--- config.mk ---
export PLATFORM = sky130hd
export DESIGN_NAME = bcd_to_bin_seq
export DESIGN_NICKNAME = d
export VERILOG_FILES = /design/src/rtl/bcd2bin_pkg.sv /design/src/rtl/bcd_digit_adjust.sv /design/src/rtl/bcd_to_bin_seq.sv
export SDC_FILE = /design/constraint.sdc
export NUM_CORES = 1
export LEC_CHECK = 0
export ABC_AREA = 1
export BUFFER_PORTS_ARGS = -buffer_cell sky130_fd_sc_hd__buf_2
export CAP_MARGIN = 20
export CORE_MARGIN = 10
export CORE_UTILIZATION = 55
export CTS_CLUSTER_SIZE = 20
export DETAILED_ROUTE_END_ITERATION = 8
export GPL_TIMING_DRIVEN = 1
export PLACE_DENSITY = 0.76
export SETUP_SLACK_MARGIN = 0.1
export SYNTH_ARGS = -nofsm -noshare
export SYNTH_HDL_FRONTEND = slang
export SYNTH_HIERARCHICAL = 1
export SYNTH_SLANG_ARGS = --single-unit
--- constraint.sdc ---
create_clock -name clk -period 3.25 [get_ports clk]
set_input_delay 0.65 -clock clk [delete_from_list [all_inputs] [get_ports clk]]
set_output_delay 0.65 -clock clk [all_outputs]
set_load 0.02 [all_outputs]
--- src/rtl/bcd2bin_pkg.sv ---
// Shared definitions for the sequential BCD-to-binary converter:
// FSM state encoding, digit constants and iteration-counter sizing.
package bcd2bin_pkg;

  typedef enum logic [1:0] {
    S_IDLE,
    S_LOAD,
    S_SHIFT,
    S_FINISH
  } state_t;

  localparam int unsigned BCD_DIGIT_W = 4;
  localparam logic [BCD_DIGIT_W-1:0] DIGIT_MAX = 4'd9;

  function automatic int unsigned iter_width(input int unsigned n);
    return (n <= 1) ? 1 : $clog2(n);
  endfunction

  localparam int unsigned ITER_W = iter_width(10);

endpackage

--- src/rtl/bcd_digit_adjust.sv ---
// Reverse double-dabble correction cell: a shifted BCD digit of 8 or more
// had a borrowed 10 folded in as 16, so subtract 3 (16/2 - 10/2).
module bcd_digit_adjust
  import bcd2bin_pkg::*;
(
  input  logic [BCD_DIGIT_W-1:0] i_digit,
  output logic [BCD_DIGIT_W-1:0] o_digit
);

  always_comb begin
    o_digit = i_digit;
    if (i_digit >= 4'd8) o_digit = i_digit - 4'd3;
  end

endmodule

--- src/rtl/bcd_to_bin_seq.sv ---
// Sequential BCD-to-binary converter, one bit per clock (reverse double-dabble).
// Optional macro BCD2BIN_SATURATE_EN: saturate the result on range errors.
module bcd_to_bin_seq
  import bcd2bin_pkg::*;
#(
  parameter int unsigned NDIG = 3,
  parameter int unsigned W    = 10
) (
  input  logic                        clk,
  input  logic                        rst_n,
  input  logic                        start,
  input  logic [BCD_DIGIT_W*NDIG-1:0] bcd_in,
  input  logic                        neg,
  input  logic                        signed_mode,
  output logic                        busy,
  output logic                        valid,
  output logic [W-1:0]                result,
  output logic                        err
);

  localparam int unsigned BW = BCD_DIGIT_W * NDIG;
  localparam int unsigned CW = iter_width(W);
  localparam logic [W-1:0] NEG_MAG = {1'b1, {(W-1){1'b0}}};
  localparam logic [W-1:0] POS_MAX = {1'b0, {(W-1){1'b1}}};

  state_t r_state, w_next;

  logic [BW-1:0]   r_bcd;
  logic [W-1:0]    r_bin;
  logic [CW-1:0]   r_iter;
  logic            r_neg;
  logic            r_smode;
  logic            r_digit_err;
  logic            r_valid;
  logic [W-1:0]    r_result;
  logic            r_err;

  logic [BW+W-1:0] w_shift;
  logic [BW-1:0]   w_bcd_sh;
  logic [BW-1:0]   w_bcd_adj;
  logic [W-1:0]    w_bin_sh;
  logic            w_digit_err;
  logic            w_rng_err;
  logic            w_err;
  logic [W-1:0]    w_mag_out;
  logic [W-1:0]    w_res;
`ifdef BCD2BIN_SATURATE_EN
  logic [W-1:0]    w_sat;
`endif

  // Shift then adjust happen in the same cycle.
  assign w_shift  = {r_bcd, r_bin} >> 1;
  assign w_bcd_sh = w_shift[BW+W-1:W];
  assign w_bin_sh = w_shift[W-1:0];

  for (genvar g = 0; g < NDIG; g++) begin : g_adj
    bcd_digit_adjust u_adj (
      .i_digit (w_bcd_sh [g*BCD_DIGIT_W +: BCD_DIGIT_W]),
      .o_digit (w_bcd_adj[g*BCD_DIGIT_W +: BCD_DIGIT_W])
    );
  end

  always_comb begin
    w_digit_err = 1'b0;
    for (int unsigned i = 0; i < NDIG; i++) begin
      if (r_bcd[i*BCD_DIGIT_W +: BCD_DIGIT_W] > DIGIT_MAX) w_digit_err = 1'b1;
    end
  end

  always_comb begin
    w_rng_err = 1'b0;
`ifdef BCD2BIN_SATURATE_EN
    w_sat     = '0;
`endif
    if (!r_smode) begin
      w_rng_err = r_neg;
    end else if (!r_neg) begin
      w_rng_err = (r_bin > POS_MAX);
`ifdef BCD2BIN_SATURATE_EN
      w_sat     = POS_MAX;
`endif
    end else begin
      w_rng_err = (r_bin > NEG_MAG);
`ifdef BCD2BIN_SATURATE_EN
      w_sat     = NEG_MAG;
`endif
    end
    w_err     = r_digit_err | w_rng_err;
    w_mag_out = (r_smode && r_neg) ? (~r_bin + W'(1)) : r_bin;
    w_res     = w_mag_out;
    if (w_err) begin
`ifdef BCD2BIN_SATURATE_EN
      // Digit errors always clear the result; only range errors saturate.
      w_res = r_digit_err ? '0 : w_sat;
`else
      w_res = '0;
`endif
    end
  end

  always_ff @(posedge clk or negedge rst_n) begin
    if (!rst_n) r_state <= S_IDLE;
    else        r_state <= w_next;
  end

  always_comb begin
    w_next = r_state;
    case (r_state)
      S_IDLE:   if (start) w_next = S_LOAD;
      S_LOAD:   w_next = S_SHIFT;
      S_SHIFT:  if (r_iter == CW'(W-1)) w_next = S_FINISH;
      S_FINISH: w_next = S_IDLE;
      default:  w_next = S_IDLE;
    endcase
  end

  always_ff @(posedge clk or negedge rst_n) begin
    if (!rst_n) begin
      r_bcd       <= '0;
      r_bin       <= '0;
      r_iter      <= '0;
      r_neg       <= 1'b0;
      r_smode     <= 1'b0;
      r_digit_err <= 1'b0;
      r_valid     <= 1'b0;
      r_result    <= '0;
      r_err       <= 1'b0;
    end else begin
      r_valid <= 1'b0;
      case (r_state)
        S_IDLE: begin
          if (start) begin
            r_bcd   <= bcd_in;
            r_neg   <= neg;
            r_smode <= signed_mode;
          end
        end
        S_LOAD: begin
          r_bin       <= '0;
          r_iter      <= '0;
          r_digit_err <= w_digit_err;
        end
        S_SHIFT: begin
          r_bcd  <= w_bcd_adj;
          r_bin  <= w_bin_sh;
          r_iter <= r_iter + CW'(1);
        end
        S_FINISH: begin
          r_result <= w_res;
          r_err    <= w_err;
          r_valid  <= 1'b1;
        end
        default: ;
      endcase
    end
  end

  assign busy   = (r_state != S_IDLE);
  assign valid  = r_valid;
  assign result = r_result;
  assign err    = r_err;

endmodule

Yosys cells after proc, flatten, opt, wreduce, memory -nomap -nowiden
Cells that the tools add are included.
{"block": "word_totals", "register_bits": 43, "elab_cells": 57}
{"block": "op_classes", "eq_ne": 6, "n_lt_le_gt_ge": 8, "n_addsub": 5, "muxes": 18, "n_reduce_logical": 8, "n_bitwise": 2}
{"op": "$pmux 12 s2", "count": 1}
{"op": "$mux 10", "count": 2}
{"op": "$pmux 10 s2", "count": 1}
{"op": "$gt 4x4->1 const B", "count": 3}
{"op": "$mux 12", "count": 1}
{"op": "$mux 4", "count": 3}
{"op": "$add 10x1->10 const B", "count": 1}
{"op": "$gt 10x10->1 const B", "count": 1}
{"op": "$gt 10x9->1 const B", "count": 1}
{"op": "$not 10->10", "count": 1}
{"op": "$ge 4x4->1 const B", "count": 2}
{"op": "$pmux 2 s4", "count": 1}
{"op": "$pmux 4 s2", "count": 1}
{"op": "$sub 4x2->4 const B", "count": 2}
{"op": "$mux 1", "count": 6}
{"op": "$reduce_and 2->1", "count": 3}
{"op": "$reduce_bool 2->1", "count": 3}
{"op": "$add 4x1->4 const B", "count": 1}
{"op": "$eq 2x2->1 const B", "count": 2}
{"op": "$eq 4x4->1 const B", "count": 1}
{"op": "$ge 3x4->1 const B", "count": 1}
{"op": "$mux 2", "count": 2}
{"op": "$ne 2x2->1 const B", "count": 2}
{"op": "$sub 3x2->4 const B", "count": 1}
{"op": "4 further kinds", "count": 4}

Longest topological paths before layout
{"block": "depth", "ltp_word": 5, "depth_mapped": 10, "ltp_nobuf": 10}

By module
The synthesis kept the hierarchy.
{"mod": "bcd_to_bin_seq", "n_inst": 1, "cells_per_inst": 241, "area_each_um2": 2110.8}
{"mod": "bcd_digit_adjust", "n_inst": 3, "cells_per_inst": 16, "area_each_um2": 88.8}

Worst setup path before layout
Ideal clock, no wire load.
{"block": "synth_path", "path_kind": "reg2out", "from": "register r_state[0]", "to": "output busy", "slack_ns": 1.759, "arrival_ns": 0.841, "required_time_ns": 2.600, "stages_incl_launch_ff": 4, "cell_sequence": "dfrtp_1 inv_1 ha_1 inv_1"}
{"block": "synth_between", "elab_chain_len": 1}
{"element": "start: declaration", "line": "bcd_to_bin_seq.sv:26", "source": "state_t r_state, w_next;"}
{"element": "start signal: assignment", "line": "bcd_to_bin_seq.sv:103", "source": "else r_state <= w_next;"}
{"element": "$reduce_bool 2->1", "line": "bcd_to_bin_seq.sv:158", "source": "assign busy = (r_state != S_IDLE);"}
{"element": "end: declaration", "line": "bcd_to_bin_seq.sv:15", "source": "output logic busy,"}
Every way passes these cells.

Worst setup path in the final report
{"block": "layout_path", "from": "register r_state[0]", "to": "register r_bcd[2]"}
{"block": "layout_between", "elab_chain_len": 3, "word_cells_on_any_way": 6, "classes_between": "eq/ne (2); mux (1); reduce/logical (3)"}
{"element": "$eq 2x2->1 or $logic_not 2->1 (tied branches)", "line": "bcd_to_bin_seq.sv:130", "source": "case (r_state)"}
{"element": "$reduce_bool 2->1 (no line) or $ne 2x2->1 (tied branches)"}
{"element": "$reduce_and 2->1 (no line)"}
{"element": "end signal: assignment", "line": "bcd_to_bin_seq.sv:133", "source": "r_bcd <= bcd_in;"}
{"element": "end signal: assignment", "line": "bcd_to_bin_seq.sv:144", "source": "r_bcd <= w_bcd_adj;"}
{"element": "end: declaration", "line": "bcd_to_bin_seq.sv:28", "source": "logic [BW-1:0] r_bcd;"}
Parallel ways exist; a longest one is shown, timed or not.
A chain may end at the register's enable or synchronous reset.

==> qor.csv <==
stage,metric,value,unit
outcome,outcome,"finished, final reports clean",
cells_and_area,Final Instance Area,2654,µm²
timing,unrepaired setup endpoints after global routing,false,
critical_path,CP Max Fanout,24,
cells_and_area,filler instances,370,
clock_network,Clock Latency Late Sink,290,ps
critical_path,CP Capture Type,flop,
timing,worst-margin pin slew,933.3,ps
place,RePlAce Congestion,0.8265,
critical_path,CP max stage delay,560,ps
floorplanning,total I/O pin count,30,
clock_network,clock tree from TritonCTS,done,
timing,fin crit period,2003,ps
clock_network,root buf cell,clkbuf_8,
logic_synthesis,register bit count reported by yosys,43,
timing,Layout Skew,3.276,ps
timing,Hold Slack,476.3,ps
timing,fmax,499.3,MHz
drt,Pre-antenna DRT Iters,4,
cells_and_area,ANT cells,0,
floorplanning,chip height,85.75,µm
logic_synthesis,post-synth cell types,29,
clock_network,hold bufs inserted after CTS,0,
floorplanning,Starting Density,58.18,%
clock_network,CTS max path bufs,2,
logic_synthesis,Most used DFF post-synth,dfrtp_1,
timing,final setup fails,0,
power_and_ir_drop,Leak,1.401,nW
logic_synthesis,number of synthesized flops with an enable pin,0,
critical_path,CP bufs+invs,3,
clock_network,clock slew at reported path FFs,80,ps
critical_path,worst endpoint required time,3460,ps
global_routing,largest net degree at the start of global routing,44,
logic_synthesis,total of warnings raised by yosys,6,
cells_and_area,final net count,354,
global_routing,initial antenna violation count,0,
power_and_ir_drop,pwr dens,826.1,nW/µm²
global_routing,vias in the first global route,1939,
global_routing,total track usage,13.73,%
cells_and_area,layout cell share with drive strength beyond 1,17.28,%
clock_network,TritonCTS Sinks,43,
critical_path,critical path class,reg -> reg,
logic_synthesis,Avg Inst Size Synth,8.226,µm²
floorplanning,row cnt,23,
floorplanning,Die Area,7352,µm²
timing,fin crit share,61.62,%
cells_and_area,Area Growth Syn to Fin,11.63,%
place,input/output buffers,29,
global_routing,global-route wire length before repair,8.487,mm
critical_path,"CP delay by family, top",compound AO/OA/AOI/OAI gates,
floorplanning,core box area,4086,µm²
critical_path,WP data arrival,2210,ps
clock_network,PostCTS Resize Cnt,0,
floorplanning,die width,85.75,µm
drt,Avg Vias per Cell,5.078,
timing,fin worst setup slack,1247,ps
timing,max-slew violations,0,
place,DP HPWL,3.541,mm
critical_path,CP Launch Type,flop,
cells_and_area,Util after Layout,64.94,%
drt,final wirelength,4.758,mm
critical_path,crit path cell chain,inv_1 -> ha_1 -> buf_4 -> inv_2 -> o21ai_4 -> nor2_1 -> a31oi_1,
drt,DRT antenna net count,0,
critical_path,critical path's slowest cell,o21ai_4,
clock_network,CTS Buf Count,5,
power_and_ir_drop,VDD IR max,0.0005026,V
drt,Via Count,1899,
critical_path,Critical R2R Launch,r_state[0],
critical_path,Worst setup startpoint,r_state[0],
logic_synthesis,Syn Inst Count,289,
global_routing,Congestion Overflow GR,0,
min_path,min-delay worst type,reg -> reg,
drt,DR WL/cell,12.72,µm
timing,setup TNS,0,ps
logic_synthesis,ys async rst share,100.0,%
place,placed instance area,2566,µm²
clock_network,Max H-tree Level,2,
timing,Hold Fails Final Rpt,0,
logic_synthesis,register area share after synthesis,45.26,%
drt,DR DRC count,0,
timing,Slew HR,37.78,%
place,pre-CTS WS,1251,ps
logic_synthesis,cell area after synthesis,2377,µm²
clock_network,"Setup Fix Bufs, Post-CTS",0,
drt,DRT iter0 DRCs,75,
min_path,Hold Startpoint,result[7],
flow_run,number of max-cap violations,0,
==> sequential cells by signal (all words and copies together) (netlist names) <==
signal	cells
r_bin	10
r_smode	1
r_digit_err	1
r_neg	1
r_state	2
r_bcd	12
err	1
r_iter	4
valid	1
result	10
==> report_power, final <==
| group | total (mW) | internal, mW | switching, mW | leakage, nW |
|---|---|---|---|---|
| Clock | 0.336 | 0.167 | 0.169 | 0.0470 |
| Sequential | 0.834 | 0.682 | 0.152 | 0.545 |
| Combinational | 1.02 | 0.359 | 0.663 | 0.809 |
| Total | 2.19 | 1.21 | 0.984 | 1.40 |
==> kinds of logic (layout without fill, tap and decap cells) <==
kind of cell / after synthesis / in the layout / share of synthesized area (%)
multiplexers: 1 / 1 / 0.4737
adder cells (fa/ha/maj): 13 / 13 / 6.842
XOR/XNOR: 8 / 8 / 2.947
buffers and inverters: 45 / 75 / 7.947
flip-flops: 43 / 43 / 45.26
other: 1 / 6 / 0.1577
AND/OR/NAND/NOR: 125 / 125 / 20.74
AO/OA/AOI/OAI: 53 / 53 / 15.63
==> routing by layer <==
| layer | GRT usage [%] | wire length [µm] | vias to the layer above |
|---|---|---|---|
| li1 | - | - | 990 |
| met1 | 15.69 | 2101 | 875 |
| met2 | 23.84 | 2381 | 29 |
| met3 | 3.690 | 225 | 5 |
| met4 | 5.090 | 50 | 0 |
| met5 | 0 | 0 | - |
==> cell usage after synthesis (2+ instances only) <==
| master | n | area (µm²) |
|---|---|---|
| buf_2 | 3 | 15.01 |
| nand4_1 | 2 | 12.51 |
| nand3_1 | 12 | 60.06 |
| nor2_1 | 27 | 101.4 |
| inv_1 | 30 | 112.6 |
| a31oi_2 | 8 | 100.1 |
| inv_2 | 7 | 26.28 |
| o21ai_1 | 7 | 35.03 |
| buf_4 | 2 | 15.01 |
| nand2_1 | 82 | 307.8 |
| o21ai_0 | 11 | 55.05 |
| xor2_1 | 8 | 70.07 |
| a21boi_1 | 3 | 22.52 |
| a31oi_1 | 4 | 25.02 |
| o22ai_1 | 11 | 68.82 |
| dfrtp_1 | 43 | 1076 |
| ha_1 | 13 | 162.7 |
| a21oi_1 | 5 | 25.02 |
==> per-stage QoR <==
| step | cells | power [mW] |
|---|---|---|
| 6_report | 374 | 2.192 |
| 3_3_place_gp | 367 | 1.836 |
| 3_5_place_dp | 367 | 1.872 |
| 2_1_floorplan | 294 | 1.658 |
| 5_1_grt | 374 | 2.404 |
| 4_1_cts | 374 | 2.209 |
==> worst paths after layout <==
check | slack [ps] | to | depth (start not counted)
hold reg to reg | 480 | result[7] | 2
setup reg to reg | 1250 | r_bcd[2] | 7
hold / removal | 480 | result[7] | 2
setup / recovery | 1250 | r_bcd[2] | 7
max in group asynchronous | 2170 | r_iter[3] | 1
min in group asynchronous | 500 | result[3] | 1
==> worst min-delay path: stages, from the launching register on <==
cell	delay (ps)
dfrtp_1	340
nand2_1	50
nand2_1	50
==> layout make-up <==
| type | count | area, µm² | share of cell area, % |
|---|---|---|---|
| clock buffer | 6 | 82.58 | 3.112 |
| clock inverter | 1 | 5.005 | 0.1886 |
| inverter | 38 | 143.9 | 5.422 |
| multi-input combinational | 206 | 1131 | 42.62 |
| sequential | 43 | 1076 | 40.55 |
| tap | 50 | 62.56 | 2.357 |
| timing repair buffer | 30 | 152.6 | 5.752 |
==> placed cells by master, fill, tap and decap left out <==
cell | Yosys | layout
o21bai_1 | 1 | 1
nand2_1 | 82 | 82
inv_1 | 30 | 30
a31oi_1 | 4 | 4
o22ai_1 | 11 | 11
nand4_1 | 2 | 2
clkinv_2 | 1 | 2
clkbuf_8 | 0 | 6
buf_4 | 2 | 1
nor2_1 | 27 | 27
a31oi_2 | 8 | 8
ha_1 | 13 | 13
o21ai_0 | 11 | 11
a22oi_1 | 1 | 1
buf_2 | 3 | 29
nand3_1 | 12 | 12
nor3_1 | 1 | 1
a21boi_1 | 3 | 3
o21ai_1 | 7 | 7
nand2_2 | 1 | 1
xor2_1 | 8 | 8
conb_1 | 1 | 6
mux2_2 | 1 | 1
inv_2 | 7 | 7
a21oi_1 | 5 | 5
dfrtp_1 | 43 | 43
o21ai_4 | 1 | 1
a41oi_1 | 1 | 1
Note: power is estimated with default switching activity, not from simulation.
